--- src/rtl/truth_table_sweeper.sv ---
// truth_table_sweeper: sweeps every input combination of a small combinational
// block, holds each vector for HOLD_CYCLES clocks, and captures the block's
// single-bit output into a truth table.
// Optional golden-table compare is enabled by defining TRUTH_TABLE_CHECK_EN;
// without it, pass and mismatch are tied to 0 and expected is ignored.
//
// state | meaning
// ------+-------------------------------------------------------------
// IDLE  | waiting for start; outputs at reset values
// DRIVE | driving vec, counting down the hold timer, sampling f_in
// DONE  | sweep complete; tt/done/pass/mismatch held until start/reset
module truth_table_sweeper #(
    parameter int N_IN        = 3,
    parameter int HOLD_CYCLES = 4
) (
    input  logic                   clk,
    input  logic                   rst_n,
    input  logic                   start,
    input  logic                   f_in,
    input  logic [(1<<N_IN)-1:0]   expected,
    output logic [N_IN-1:0]        vec,
    output logic [(1<<N_IN)-1:0]   tt,
    output logic                   busy,
    output logic                   done,
    output logic                   pass,
    output logic [(1<<N_IN)-1:0]   mismatch
);

    localparam int N_VEC    = 1 << N_IN;
    // A hold of zero would never sample, so it is promoted to one cycle.
    localparam int HOLD_EFF = (HOLD_CYCLES < 1) ? 1 : HOLD_CYCLES;
    localparam int CW       = (HOLD_EFF > 1) ? $clog2(HOLD_EFF) : 1;
    localparam logic [CW-1:0]   RELOAD   = CW'(HOLD_EFF - 1);
    localparam logic [N_IN-1:0] VEC_LAST = {N_IN{1'b1}};

    typedef enum logic [1:0] {
        IDLE  = 2'd0,
        DRIVE = 2'd1,
        DONE  = 2'd2
    } state_t;

    state_t              state, state_d;
    logic [CW-1:0]       hold_cnt, hold_cnt_d;
    logic [N_IN-1:0]     vec_d;
    logic [N_VEC-1:0]    tt_d;
    logic [N_VEC-1:0]    tt_sampled;
    logic                busy_d, done_d;
    logic                launch, finish;

    // Current table with this step's f_in sample merged in at index vec.
    always_comb begin
        tt_sampled      = tt;
        tt_sampled[vec] = f_in;
    end

    // Next-state and registered-output logic for the sweep FSM.
    always_comb begin
        state_d    = state;
        hold_cnt_d = hold_cnt;
        vec_d      = vec;
        tt_d       = tt;
        busy_d     = busy;
        done_d     = done;
        launch     = 1'b0;
        finish     = 1'b0;
        case (state)
            IDLE, DONE: begin
                if (start) begin
                    launch     = 1'b1;
                    state_d    = DRIVE;
                    hold_cnt_d = RELOAD;
                    vec_d      = '0;
                    tt_d       = '0;
                    busy_d     = 1'b1;
                    done_d     = 1'b0;
                end
            end
            DRIVE: begin
                // start is deliberately ignored here: no mid-sweep restart.
                if (hold_cnt != '0) begin
                    hold_cnt_d = hold_cnt - 1'b1;
                end else begin
                    tt_d = tt_sampled;
                    if (vec != VEC_LAST) begin
                        vec_d      = vec + 1'b1;
                        hold_cnt_d = RELOAD;
                    end else begin
                        finish  = 1'b1;
                        state_d = DONE;
                        busy_d  = 1'b0;
                        done_d  = 1'b1;
                    end
                end
            end
            default: begin
                state_d = IDLE;
            end
        endcase
    end

    // State and output registers with synchronous active-low reset.
    always_ff @(posedge clk) begin
        if (!rst_n) begin
            state    <= IDLE;
            hold_cnt <= '0;
            vec      <= '0;
            tt       <= '0;
            busy     <= 1'b0;
            done     <= 1'b0;
        end else begin
            state    <= state_d;
            hold_cnt <= hold_cnt_d;
            vec      <= vec_d;
            tt       <= tt_d;
            busy     <= busy_d;
            done     <= done_d;
        end
    end

`ifdef TRUTH_TABLE_CHECK_EN
    logic [N_VEC-1:0] mismatch_d;
    logic             pass_d;

    // Compare result: computed from the final table (last sample included).
    always_comb begin
        mismatch_d = mismatch;
        pass_d     = pass;
        if (launch) begin
            mismatch_d = '0;
            pass_d     = 1'b0;
        end else if (finish) begin
            mismatch_d = tt_sampled ^ expected;
            pass_d     = ((tt_sampled ^ expected) == '0);
        end
    end

    // Compare result registers, held through DONE.
    always_ff @(posedge clk) begin
        if (!rst_n) begin
            mismatch <= '0;
            pass     <= 1'b0;
        end else begin
            mismatch <= mismatch_d;
            pass     <= pass_d;
        end
    end
`else
    logic unused_check;
    assign unused_check = ^{expected, launch, finish};
    assign mismatch     = '0;
    assign pass         = 1'b0;
`endif

endmodule

--- config.mk ---
export PLATFORM = sky130hd
export DESIGN_NAME = truth_table_sweeper
export DESIGN_NICKNAME = d
export VERILOG_FILES = /design/src/rtl/truth_table_sweeper.sv
export SDC_FILE = /design/constraint.sdc
export NUM_CORES = 1
export LEC_CHECK = 0
export ABC_AREA = 1
export BUFFER_PORTS_ARGS = -buffer_cell sky130_fd_sc_hd__clkbuf_2
export CELL_PAD_IN_SITES_DETAIL_PLACEMENT = 2
export CELL_PAD_IN_SITES_GLOBAL_PLACEMENT = 2
export CORE_ASPECT_RATIO = 0.6
export CORE_MARGIN = 2
export CORE_UTILIZATION = 25
export DETAILED_ROUTE_END_ITERATION = 7
export PLACE_DENSITY_LB_ADDON = 0.1
export SYNTH_ARGS = -nofsm -noshare
export SYNTH_HDL_FRONTEND = slang
export SYNTH_SLANG_ARGS = --single-unit
--- constraint.sdc ---
create_clock -name clk -period 1.5 [get_ports clk]
set_input_delay 0.075 -clock clk [delete_from_list [all_inputs] [get_ports clk]]
set_output_delay 0.075 -clock clk [all_outputs]
set_load 0.02 [all_outputs]
==> results.yml <==
outcome:
  outcome: "finished clean"
cells_and_area:
  n_antenna_cell: 0
  layout-drive-gt1-share: 0.227
  fin_util: 0.316
  fin_nets: 189
  fin_area_um2: 1180
  stdcell_count: 219
  area_growth_pct: 18.3
  fillers: 473
floorplan:
  core_area_um2: 3740
  fp.dieArea_um2: 4530
  ios: 34
  start_util: 0.267
  std_cell_rows: 17
  fp.dieW_um: 85.6
  die_h_um: 53.0
setup_path:
  end_kind: "flip-flop"
  crit_family: "simple AND/OR/NAND/NOR gates"
  critPathLaunchType: "flip-flop"
  r2r-start: "vec[0]$_SDFFE_PN0P_"
  crit_chain: "ha_1 > ha_1 > inv_1 > nor3_2 > nor2_1 > nand2_1 > nand2_1 > nor2_1"
  cpMaxStageDelayCell: "dfxtp_1"
  crit_path_start: "vec[0]$_SDFFE_PN0P_"
  crit_type: "reg -> reg"
  slowest_delay_ns: 0.32
  critPathRequiredTime_ns: 1.66
  cp_num_buf_inv: 1
  worst-path-max-fanout: 3
  worstPathArrival_ns: 1.50
yosys:
  synth_top_flop_cell: "dfxtp_1"
  synth_cells: 150
  synth.top_cell.area_share: 0.341
  yosysTopAreaCell: "dfxtp_1"
  avgSynthCellArea_um2: 6.66
  synth_most_common_cell: "nand2_1"
  synth_warnings: 0
  syn_area_um2: 998
  synthTopCellsByArea: "dfxtp_1 34%, nand2_1 15%, buf_4 7.5%"
  synth_seq_area_share: 0.341
  synth-edff-count: 0
  synth_cell_types: 22
  synthArstFlopShare: 0
  ys_ff_latch: 17
  netlist_top_cells_count: "41 x nand2_1, 18 x inv_1, 17 x dfxtp_1"
route:
  postRouteAntennaNets: 0
  via_count: 952
  firstDrtPassIters: 2
  drt_iter0_drc: 8
  drc: 0
  viasPerCell: 4.35
  wire_per_inst_um: 12.1
  wl_um: 2640
global_route:
  overflow: 0
  grt_pass1_wl_um: 4610
  track_usage: 0.136
  grt_max_degree: 18
  antenna_found_initial: 0
  grt_pass1_vias: 938
power_and_ir_drop:
  total_power_w: 0.00110
  vdd_drop_max_mv: 0.288
  p_per_area_nw_per_um2: 930
  p_leak_nw: 0.584
clock_tree:
  cts_sinks: 17
  htreeDepth: 1
  cts_tree: "done"
  clk_path_buf_depth: 2
  clk_pin_slew_ns: 0.07
  insertion_delay_ns: 0.26
  hold_buffers: 0
  cts-root-buf: "clkbuf_8"
  numCtsBuffers: 3
  post_cts_buffers: 0
timing:
  drv_slew: 0
  final_hold_viol_count: 0
  tns_ns: 0
  fin_crit_sh: 0.898
  finClkSkew_ns: 0.00228
  setup_violations: 0
  rsz0062_at_grt: "no"
  fmax_mhz: 743
  period_needed_ns: 1.35
placement:
  gp_congestion: 0.702
  place_inst: 215
  io_buffers: 16
  dp_hpwl_um: 2080
  postPlaceCellArea_um2: 1120
min_path:
  hp-class: "in -> reg"
  hold_start: "rst_n"
flow_run:
  maxCapViolCount: 0
-- final cells by class --
| cell class | count | area (um2) | area share |
|---|---|---|---|
| Inverter | 22 | 82.6 | 0.0699 |
| Tap cell | 47 | 58.8 | 0.0498 |
| Timing Repair Buffer | 22 | 125 | 0.106 |
| Sequential cell | 17 | 342 | 0.289 |
| Multi-Input combinational cell | 107 | 528 | 0.447 |
| Clock buffer | 4 | 45.0 | 0.0381 |
-- per-stage QoR --
stage | setup WS [ns] | hold WS (ns)
6_report | 0.153 | 0.133
5_1_grt | 0.0141 | 0.146
4_1_cts | 0.0837 | 0.138
3_5_place_dp | 0.114 | 0.429
3_3_place_gp | 0.161 | 0.410
2_1_floorplan | 0.0192 | 0.195
-- worst reg2reg max path, cell delays in order (launching register included) --
cell,delay (ns)
dfxtp_1,0.32
ha_1,0.22
ha_1,0.19
inv_1,0.08
nor3_2,0.05
nor2_1,0.19
nand2_1,0.09
nand2_1,0.06
nor2_1,0.04
-- placed cells by master (no fill, tap or decap), types with 2 or more instances in the layout --
cell      count
a21oi_1      13
buf_4         6
clkbuf_2     16
clkbuf_8      3
conb_1        9
dfxtp_1      16
ha_1          4
inv_1        18
inv_2         4
nand2_1      39
nand2_2       3
nand3_1      13
nor2_1       13
nor2_2        2
o21ai_0       4
-- flip-flops by register name, summed over array words and instances (netlist names) --
name,cells
busy,1
done,1
hold_cnt,2
state,2
tt,8
vec,3
-- kinds of logic (layout without fill, tap and decap cells) --
kind of cell	count (synthesis)	after routing	share of synthesized area
AO/OA/AOI/OAI	20	20	0.105
adder cells (fa/ha/maj)	4	4	0.0501
buffers and inverters	34	48	0.173
flip-flops	17	17	0.341
other	1	9	0.00376
AND/OR/NAND/NOR	74	74	0.327
-- final timing paths --
| check | end | slack [ns] | cells after the start |
|---|---|---|---|
| setup / recovery | hold_cnt[1]$_SDFFE_PN0P_ | 0.15 | 8 |
| hold / removal | hold_cnt[1]$_SDFFE_PN0P_ | 0.13 | 3 |
| setup reg to reg | hold_cnt[1]$_SDFFE_PN0P_ | 0.15 | 8 |
| hold reg to reg | busy$_SDFFE_PN0P_ | 0.46 | 2 |
-- layer usage --
metal  global-route usage  routed length [um]
met1                0.187                1440
met2                0.202                1060
met3               0.0421                 126
met4               0.0397                  18
met5                    0                   0
-- report_power, final --
group	leakage (nW)	internal (W)	switching, W	total, W
Sequential	0.139	0.000471	0.0000196	0.000491
Clock	0.0228	0.000189	0.000171	0.000360
Combinational	0.422	0.0000771	0.000170	0.000247
-- repair_timing --
action | 4_1_cts | 5_1_grt
resized for setup | 0 | 5
endpoints found under the setup margin | 0 | 6
endpoints found under the hold margin | 0 | 0
(Power assumes the default switching activity.)
